### src/rtl/seg7_pkg.sv
// Shared types and seven-segment constants for the push-button BCD counter.
// Segment bytes are active-low with bit0 = decimal point (always off).
package seg7_pkg;

    localparam logic [7:0] SEG_BLANK = 8'hFF;

    // Entry [n] is the segment byte for decimal digit n.
    localparam logic [9:0][7:0] SEG_TABLE = {
        8'h19, 8'h01, 8'h1F, 8'hC1, 8'h49,
        8'h99, 8'h0D, 8'h25, 8'h9F, 8'h03
    };

    typedef enum logic [1:0] {
        IDLE,
        HOLD,
        REPEAT
    } state_e;

    typedef enum logic [2:0] {
        CMD_NONE,
        CMD_INC,
        CMD_DEC,
        CMD_CLR,
        CMD_NOP
    } cmd_e;

    function automatic logic [7:0] seg7_encode(input logic [3:0] d);
        if (d <= 4'd9) begin
            return SEG_TABLE[d];
        end
        return SEG_BLANK;
    endfunction

    // Button [3] is not wired to any function, so only [2:0] are decoded.
    function automatic cmd_e decode_btn(input logic [2:0] b);
        case (b)
            3'b110:  return CMD_INC;
            3'b101:  return CMD_DEC;
            3'b011:  return CMD_CLR;
            3'b111:  return CMD_NONE;
            default: return CMD_NOP;
        endcase
    endfunction

endpackage

### src/rtl/bcd_updown_digit.sv
// One registered BCD digit. Increment/decrement requests ripple in from the
// lower digit; carry/borrow out are combinational so a whole chain settles in one cycle.
module bcd_updown_digit (
    input  logic       clk,
    input  logic       rst,
    input  logic       clr,
    input  logic       inc_in,
    input  logic       dec_in,
    output logic       inc_out,
    output logic       dec_out,
    output logic [3:0] digit
);

    logic [3:0] digit_q;
    logic [3:0] digit_d;

    always_comb begin
        digit_d = digit_q;
        inc_out = 1'b0;
        dec_out = 1'b0;
        if (clr) begin
            digit_d = 4'd0;
        end else if (inc_in) begin
            if (digit_q >= 4'd9) begin
                digit_d = 4'd0;
                inc_out = 1'b1;
            end else begin
                digit_d = digit_q + 4'd1;
            end
        end else if (dec_in) begin
            if (digit_q == 4'd0) begin
                digit_d = 4'd9;
                dec_out = 1'b1;
            end else begin
                digit_d = digit_q - 4'd1;
            end
        end
    end

    always_ff @(posedge clk) begin
        if (rst) begin
            digit_q <= 4'd0;
        end else begin
            digit_q <= digit_d;
        end
    end

    assign digit = digit_q;

endmodule

### src/rtl/btn_bcd_counter_disp.sv
// Push-button BCD up/down counter with tick-rate debounce, auto-repeat and
// static seven-segment output. Optional macro LEADING_ZERO_BLANK_EN blanks leading zero digits.
module btn_bcd_counter_disp
    import seg7_pkg::*;
#(
    parameter int DIGITS       = 4,
    parameter int TICK_DIV     = 8388608,
    parameter int REPEAT_DELAY = 5,
    parameter int WRAP         = 1
) (
    input  logic                  CLK,
    input  logic                  RST,
    input  logic [3:0]            btn,
    output logic [4*DIGITS-1:0]   value_bcd,
    output logic [8*DIGITS-1:0]   seg,
    output logic                  step
);

    localparam int CNT_W  = $clog2(TICK_DIV);
    localparam int HOLD_W = $clog2(REPEAT_DELAY + 1);

`ifdef LEADING_ZERO_BLANK_EN
    localparam logic [8*DIGITS-1:0] SEG_RST =
        ({DIGITS{SEG_BLANK}} << 8) | (8*DIGITS)'(SEG_TABLE[0]);
`else
    localparam logic [8*DIGITS-1:0] SEG_RST = {DIGITS{SEG_TABLE[0]}};
`endif

    logic [3:0]          sync1_q, sync1_d;
    logic [3:0]          sync2_q, sync2_d;
    logic [CNT_W-1:0]    tick_cnt_q, tick_cnt_d;
    logic                tick;
    state_e              state_q, state_d;
    logic [HOLD_W-1:0]   hold_cnt_q, hold_cnt_d;
    logic [HOLD_W-1:0]   hold_inc;
    cmd_e                cmd;
    logic                exec;
    logic                all_nine, all_zero;
    logic                do_inc, do_dec, do_clr;
    logic                step_q, step_d;
    logic [8*DIGITS-1:0] seg_q, seg_d;
    logic                unused_bits;

    always_comb begin
        sync1_d = btn;
        sync2_d = sync1_q;
    end

    always_comb begin
        tick       = (tick_cnt_q == CNT_W'(TICK_DIV - 1));
        tick_cnt_d = tick ? '0 : tick_cnt_q + CNT_W'(1);
    end

    assign cmd = decode_btn(sync2_q[2:0]);

    always_comb begin
        state_d    = state_q;
        hold_cnt_d = hold_cnt_q;
        hold_inc   = hold_cnt_q + HOLD_W'(1);
        exec       = 1'b0;
        if (tick) begin
            case (state_q)
                IDLE: begin
                    if (cmd != CMD_NONE) begin
                        exec       = 1'b1;
                        hold_cnt_d = '0;
                        state_d    = HOLD;
                    end
                end
                HOLD: begin
                    if (cmd == CMD_NONE) begin
                        state_d = IDLE;
                    end else begin
                        hold_cnt_d = hold_inc;
                        if (hold_inc == HOLD_W'(REPEAT_DELAY)) begin
                            state_d = REPEAT;
                        end
                    end
                end
                REPEAT: begin
                    // The live command is used, so switching buttons mid-hold takes effect at once.
                    if (cmd == CMD_NONE) begin
                        state_d = IDLE;
                    end else begin
                        exec = 1'b1;
                    end
                end
                default: state_d = IDLE;
            endcase
        end
    end

    assign all_nine = (value_bcd == {DIGITS{4'h9}});
    assign all_zero = (value_bcd == '0);

    always_comb begin
        do_inc = exec && (cmd == CMD_INC) && ((WRAP != 0) || !all_nine);
        do_dec = exec && (cmd == CMD_DEC) && ((WRAP != 0) || !all_zero);
        do_clr = exec && (cmd == CMD_CLR);
        step_d = do_inc || do_dec || (do_clr && !all_zero);
    end

    for (genvar i = 0; i < DIGITS; i++) begin : g_digit
        logic c_in, b_in, c_out, b_out;
        if (i == 0) begin : g_first
            assign c_in = do_inc;
            assign b_in = do_dec;
        end else begin : g_next
            assign c_in = g_digit[i-1].c_out;
            assign b_in = g_digit[i-1].b_out;
        end
        bcd_updown_digit u_digit (
            .clk     (CLK),
            .rst     (RST),
            .clr     (do_clr),
            .inc_in  (c_in),
            .dec_in  (b_in),
            .inc_out (c_out),
            .dec_out (b_out),
            .digit   (value_bcd[4*i +: 4])
        );
    end

    // The top carry/borrow wrap naturally; saturation is gated before the chain.
    assign unused_bits = sync2_q[3] ^ g_digit[DIGITS-1].c_out ^ g_digit[DIGITS-1].b_out;

`ifdef LEADING_ZERO_BLANK_EN
    logic       lead;
    logic [3:0] dig;
    always_comb begin
        seg_d = '0;
        lead  = 1'b1;
        dig   = '0;
        for (int i = DIGITS - 1; i >= 0; i--) begin
            dig = value_bcd[4*i +: 4];
            if (lead && (dig == 4'd0) && (i != 0)) begin
                seg_d[8*i +: 8] = SEG_BLANK;
            end else begin
                lead            = 1'b0;
                seg_d[8*i +: 8] = seg7_encode(dig);
            end
        end
    end
`else
    always_comb begin
        seg_d = '0;
        for (int i = 0; i < DIGITS; i++) begin
            seg_d[8*i +: 8] = seg7_encode(value_bcd[4*i +: 4]);
        end
    end
`endif

    always_ff @(posedge CLK) begin
        if (RST) begin
            sync1_q    <= 4'b1111;
            sync2_q    <= 4'b1111;
            tick_cnt_q <= '0;
            state_q    <= IDLE;
            hold_cnt_q <= '0;
            step_q     <= 1'b0;
            seg_q      <= SEG_RST;
        end else begin
            sync1_q    <= sync1_d;
            sync2_q    <= sync2_d;
            tick_cnt_q <= tick_cnt_d;
            state_q    <= state_d;
            hold_cnt_q <= hold_cnt_d;
            step_q     <= step_d;
            seg_q      <= seg_d;
        end
    end

    assign step = step_q;
    assign seg  = seg_q;

endmodule

### config.mk
export PLATFORM = sky130hd
export DESIGN_NAME = btn_bcd_counter_disp
export DESIGN_NICKNAME = d
export VERILOG_FILES = /design/src/rtl/seg7_pkg.sv /design/src/rtl/bcd_updown_digit.sv /design/src/rtl/btn_bcd_counter_disp.sv
export SDC_FILE = /design/constraint.sdc
export NUM_CORES = 1
export LEC_CHECK = 0
export ABC_AREA = 1
export CORE_AREA = 5 5 102 104
export DETAILED_ROUTE_END_ITERATION = 7
export DIE_AREA = 0 0 107 109
export GPL_TIMING_DRIVEN = 1
export PLACE_DENSITY_LB_ADDON = 0.05
export SLEW_MARGIN = 10
export SYNTH_ARGS = -nofsm -noshare
export SYNTH_HDL_FRONTEND = slang
export SYNTH_HIERARCHICAL = 1
export SYNTH_SLANG_ARGS = --single-unit
### constraint.sdc
create_clock -name CLK -period 3.6 [get_ports CLK]
set_clock_uncertainty 0.2 [all_clocks]
set_input_delay 0.72 -clock CLK [delete_from_list [all_inputs] [get_ports CLK]]
set_output_delay 0.72 -clock CLK [all_outputs]
set_load 0.01 [all_outputs]
# Yosys cells after proc, flatten, opt, wreduce, memory -nomap -nowiden
# Memory sizes are Yosys's and may differ from the RTL's. A register that Yosys moved wholly into a read port is not among the register bits.
# Index checks and enable logic that the tools add are counted.
totals:
  regBits: 83
  mem_bits_ro: 512
  output_inout_bits: 49
  n_memories: 4
classes:
  add_sub_neg: 10
  n_lt_le_gt_ge: 12
  eq_ne: 15
  muxes: 74
  n_bitwise: 4
  reduce_logical: 28
memory_table:
  columns: ["name", "depth", "word_bits", "read_ports", "rd_ports_with_merged_regs", "wr", "line", "text"]
  rows:
  - ["(no name shown)", 16, 8, 1, 1, 0, "seg7_pkg.sv:29", "return SEG_TABLE[d];"]
  - ["(no name shown)", 16, 8, 1, 1, 0, "seg7_pkg.sv:29", null]
  - ["(no name shown)", 16, 8, 1, 1, 0, "seg7_pkg.sv:29", null]
  - ["(no name shown)", 16, 8, 1, 1, 0, "seg7_pkg.sv:29", null]
op_table:
  columns: ["op", "n"]
  rows:
  - ["$mux W4", 24]
  - ["$mux W8", 12]
  - ["$mux W1", 28]
  - ["$add A23 B1 Y23 const B", 1]
  - ["$eq A23 B23 Y1 const B", 1]
  - ["$lt A4 B5 Y1 const B", 4]
  - ["$add A4 B1 Y4 const B", 4]
  - ["$ge A4 B4 Y1 const B", 4]
  - ["$le A4 B4 Y1 const B", 4]
  - ["$logic_not A16 Y1", 1]
  - ["$logic_not A4 Y1", 4]
  - ["$sub A4 B1 Y4 const B", 4]
  - ["$eq A3 B3 Y1 const B", 4]
  - ["$pmux W3 S4", 1]
  - ["$reduce_or A2 Y1", 6]
  - ["$reduce_bool A2 Y1", 5]
  - ["$eq A3 B2 Y1 const B", 3]
  - ["$mux W2", 4]
  - ["$reduce_and A4 Y1", 2]
  - ["$mux W3", 2]
  - ["$ne A2 B2 Y1 const B", 3]
  - ["$pmux W2 S3", 1]
  - ["$pmux W3 S2", 1]
  - ["$logic_and A1 B1 Y1", 4]
  - ["12 further kinds", 16]

# Logic depth before layout (Yosys ltp)
logic_depth:
  ltp_word: 20
  mapped_depth: 19

# Modules after synthesis
# The synthesis kept the hierarchy.
by_module_without_submodules:
  columns: ["mod", "instances", "cells_per_inst", "area_each_um2", "seq_area_each_um2"]
  rows:
  - ["btn_bcd_counter_disp", 1, 409, 3116.7, 1261.2]
  - ["bcd_updown_digit", 4, 56, 359.1, 80.1]

# Least setup slack after synthesis
# OpenSTA, ideal clock, no wires.
synth_timing:
  kind: "register to register"
  start: "register tick_cnt_q[0]"
  end: "register g_digit[3].u_digit.digit_q[2]"
  setup_time_ns: 0.117
  t_arrival_ns: 3.655
  setup_slack_ns: -0.372
  path_stages_with_launch: 19
  n_path_buf: 0
  synth_period_minus_slack_ns: 3.972
  cell_sequence: "dfxtp_1 ha_1 nand2_2 nor2_4 nand3_4 nor3_4 nand2_1 nor3_1 inv_1 nor3_1 inv_1 nor3_1 inv_1 nor3_1 nor2_1 inv_1 o21ai_0 nor2_1 nor2_1"
synth_rtl:
  columns: ["item", "line", "text"]
  rows:
  - ["start: declaration", "btn_bcd_counter_disp.sv:31", "logic [CNT_W-1:0] tick_cnt_q, tick_cnt_d;"]
  - ["start signal: assignment", "btn_bcd_counter_disp.sv:165", "tick_cnt_q <= tick_cnt_d;"]
  - ["$eq A23 B23 Y1 *", "btn_bcd_counter_disp.sv:50", "tick = (tick_cnt_q == CNT_W'(TICK_DIV - 1));"]
  - ["$mux W1 *", "btn_bcd_counter_disp.sv:61", "if (tick) begin"]
  - ["$logic_and A1 B1 Y1 *", "btn_bcd_counter_disp.sv:97", "do_inc = exec && (cmd == CMD_INC) && ((WRAP != 0) || !all_nine);"]
  - ["net do_inc", "btn_bcd_counter_disp.sv:39", "logic do_inc, do_dec, do_clr;"]
  - ["$mux W1 *", "bcd_updown_digit.sv:23", "end else if (inc_in) begin"]
  - ["$mux W1 *", "bcd_updown_digit.sv:21", "if (clr) begin"]
  - ["net g_digit[0].c_out", "btn_bcd_counter_disp.sv:104", "logic c_in, b_in, c_out, b_out;"]
  - ["$mux W1 *", "bcd_updown_digit.sv:23", null]
  - ["$mux W1 *", "bcd_updown_digit.sv:21", null]
  - ["net g_digit[1].c_out", "btn_bcd_counter_disp.sv:104", null]
  - ["$mux W1 *", "bcd_updown_digit.sv:23", null]
  - ["$mux W1 *", "bcd_updown_digit.sv:21", null]
  - ["net g_digit[2].c_out", "btn_bcd_counter_disp.sv:104", null]
  - ["$mux W4 / $reduce_bool A2 Y1 (equally long branches)", null, null]
  - ["end signal: assignment", "bcd_updown_digit.sv:44", "digit_q <= digit_d;"]
  - ["end: declaration", "bcd_updown_digit.sv:14", "logic [3:0] digit_q;"]
# The timed path passes the listed nets; every way through them passes the cells marked *.
# A chain may end at the register's enable or synchronous reset.

# Worst setup path in the final report
layout_timing:
  start: "register tick_cnt_q[1]"
  end: "register g_digit[3].u_digit.digit_q[2]"
# Same word-level chain as after synthesis.

==> results by group <==
Run status
  • Status: complete, no violations

Detailed routing
  • DRT antenna net count: 0
  • DRC viols: 0
  • Vias/cell: 5.08
  • Final WL: 9.71 mm
  • WL/cell: 12.0 um
  • DRT iter0 DRCs: 195
  • Vias: 4108
  • Drt pass-1 iters: 4

Power and ir drop
  • Power density over the cells: 290 nW/um^2
  • Psw: 0.343 mW
  • Comb pwr share: 2.6%
  • Flop pwr share: 56.3%
  • Leakage: 2.21 nW
  • Internal Dissipation: 1.23 mW
  • Switching power share of the total: 21.9%
  • Clk pwr share: 41.1%
  • Final Total Pwr: 1.57 mW
  • VDD IR-drop max: 163 uV

Floorplan
  • # IOs: 55
  • Die Y: 109 um
  • Die Area: 11700 sq um
  • Chip Width: 107 um
  • CORE AREA: 9460 sq um
  • # rows: 36
  • Initial core utilization: 48.0%

Placement
  • Final HPWL DP: 7.36 mm
  • Number of port buffers: 49
  • Pre-CTS WS: 0.144 ns
  • RD Place Congestion: 0.862

Timing
  • Fin. max-slew vios: 0
  • Final WS setup: 0.380 ns
  • Fin crit share: 89.4%
  • Count of final hold-check violations: 0
  • Worst slew margin: 65.9%
  • RSZ-0062 raised after global routing: false
  • Crit path time final: 3.22 ns
  • Highest clock rate: 311 MHz
  • Final setup violation count: 0
  • Final hold slack: 0.214 ns
  • Slew @ Worst Pin: 0.511 ns
  • Post-Route Setup TNS: 0 ns

Final layout
  • Most frequent cells in the layout: nand2_1, dfxtp_1, inv_1
  • Fin nets: 736
  • Filler cell count: 935
  • Most common cell after layout, fill and taps aside: nand2_1
  • Layout cell share with drive strength beyond 1: 9.78%
  • Area Overhead vs Synth: 19.2%
  • Antenna Cells: 0

Logic synthesis
  • Synthesized instance count: 630
  • Yosys warns: 6
  • Syn avg cell area: 7.21 sq um
  • Post-Syn Area: 4540 sq um

Global routing
  • Initial antenna violation count: 0
  • Largest net degree at the start of global routing: 33
  • Vias in the first global route: 3720
  • Gr usage total: 17.1%
  • First-pass GRT wire length: 16.3 mm
  • Gr ovfl total: 0

Run
  • Max Cap Viol: 0

Worst hold path
  • Min-delay worst type: reg2reg

Critical path
  • Worst Setup Path Type: reg2reg
  • CP endpoint kind: flop
  • CP arrival: 3.27 ns
  • Critical Path RT: 3.65 ns
  • Slowest stage cell, crit path: dfxtp_1
  • Crit-path max cell delay: 0.37 ns
  • Critical path fanouts, max: 6
  • Crit start category: flop
  • Crit-path cells: ha_1 > nand2_2 > nor2_4 > nand3_4 > nor3_4 > nand2_2 > nor3_4 > inv_1 > nor3_4 > inv_2 > nor3_2 > inv_1 > nor3_2 > nor2_1 > inv_1 > o21ai_0 > nor2_1 > nor2_1

Clocking
  • H-Tree Level Count: 3
  • CTS clock-pin slew for the worst setup and hold paths: 0.08 ns
  • Worst-Skew Late Latency: 0.35 ns
  • Clock root buffer: clkbuf_8
  • # hold bufs at CTS: 0
  • Clock sink count: 79
  • CTS buffer count: 9
  • Max clock buf depth: 2
  • TritonCTS clock tree: yes
worst max-delay path: cells and delay by family (launching register included):
family | cells | cell delay [ns]
flops | 1 | 0.37
fa+ha+maj | 1 | 0.20
simple gates | 12 | 1.75
compound gates | 1 | 0.10
buf+inv | 4 | 0.50
metal layers:
metal	up-vias	wire length [um]	GRT usage [%]
li1	2185	-	-
met1	1848	4720	21.4
met2	68	4550	29.0
met3	7	357	3.85
met4	0	87	6.48
met5	-	0	0
power by group through the flow:
stage | clock network [mW] | logic [mW] | registers (mW)
after floorplan | 0 | 0.0323 | 0.903
after global placement | 0 | 0.0397 | 0.904
after detailed placement | 0 | 0.0407 | 0.904
after CTS | 0.671 | 0.0408 | 0.883
after global routing | 0.706 | 0.0470 | 0.884
final | 0.645 | 0.0412 | 0.884
flip-flops by register name, indices dropped and copies added (netlist names):
name and flops:
seg 28, hold_cnt_q 3, state_q 2, step 1, sync2_q 3, g_digit.u_digit/digit 16
sync1_q 3, tick_cnt_q 23
repair_timing:
item	4_1_cts	5_1_grt
buffers inserted	0	0
endpoints found under the setup margin	0	4
endpoints found under the hold margin	0	0
resized for setup	0	6
worst paths after layout:
check	start	endpoint	slack (ns)	cells after the start
worst max-delay path	tick_cnt_q[1]	g_digit[3].u_digit/digit[2]	0.38	18
worst min-delay path	sync1_q[1]	sync2_q[1]	0.21	1
worst max register to register	tick_cnt_q[1]	g_digit[3].u_digit/digit[2]	0.38	18
worst min register to register	sync1_q[1]	sync2_q[1]	0.21	1
stage by stage:
step	cell area [sq um]	std cells	utilization (%)
after CTS	5390	809	57.0
after floorplan	4570	633	-
after global placement	5200	795	55.0
final	5410	809	57.2
after global routing	5410	809	57.2
after detailed placement	5200	795	55.0
cell type report:
class,count,area (sq um),area share (%)
clock inverter,3,43.8,0.809
timing repair buffer,58,558,10.3
sequential,79,1580,29.2
multi-input combinational,456,2620,48.3
tap,114,143,2.64
clock buffer,11,141,2.61
inverter,88,330,6.10
Note: power is estimated with default switching activity, not from simulation.
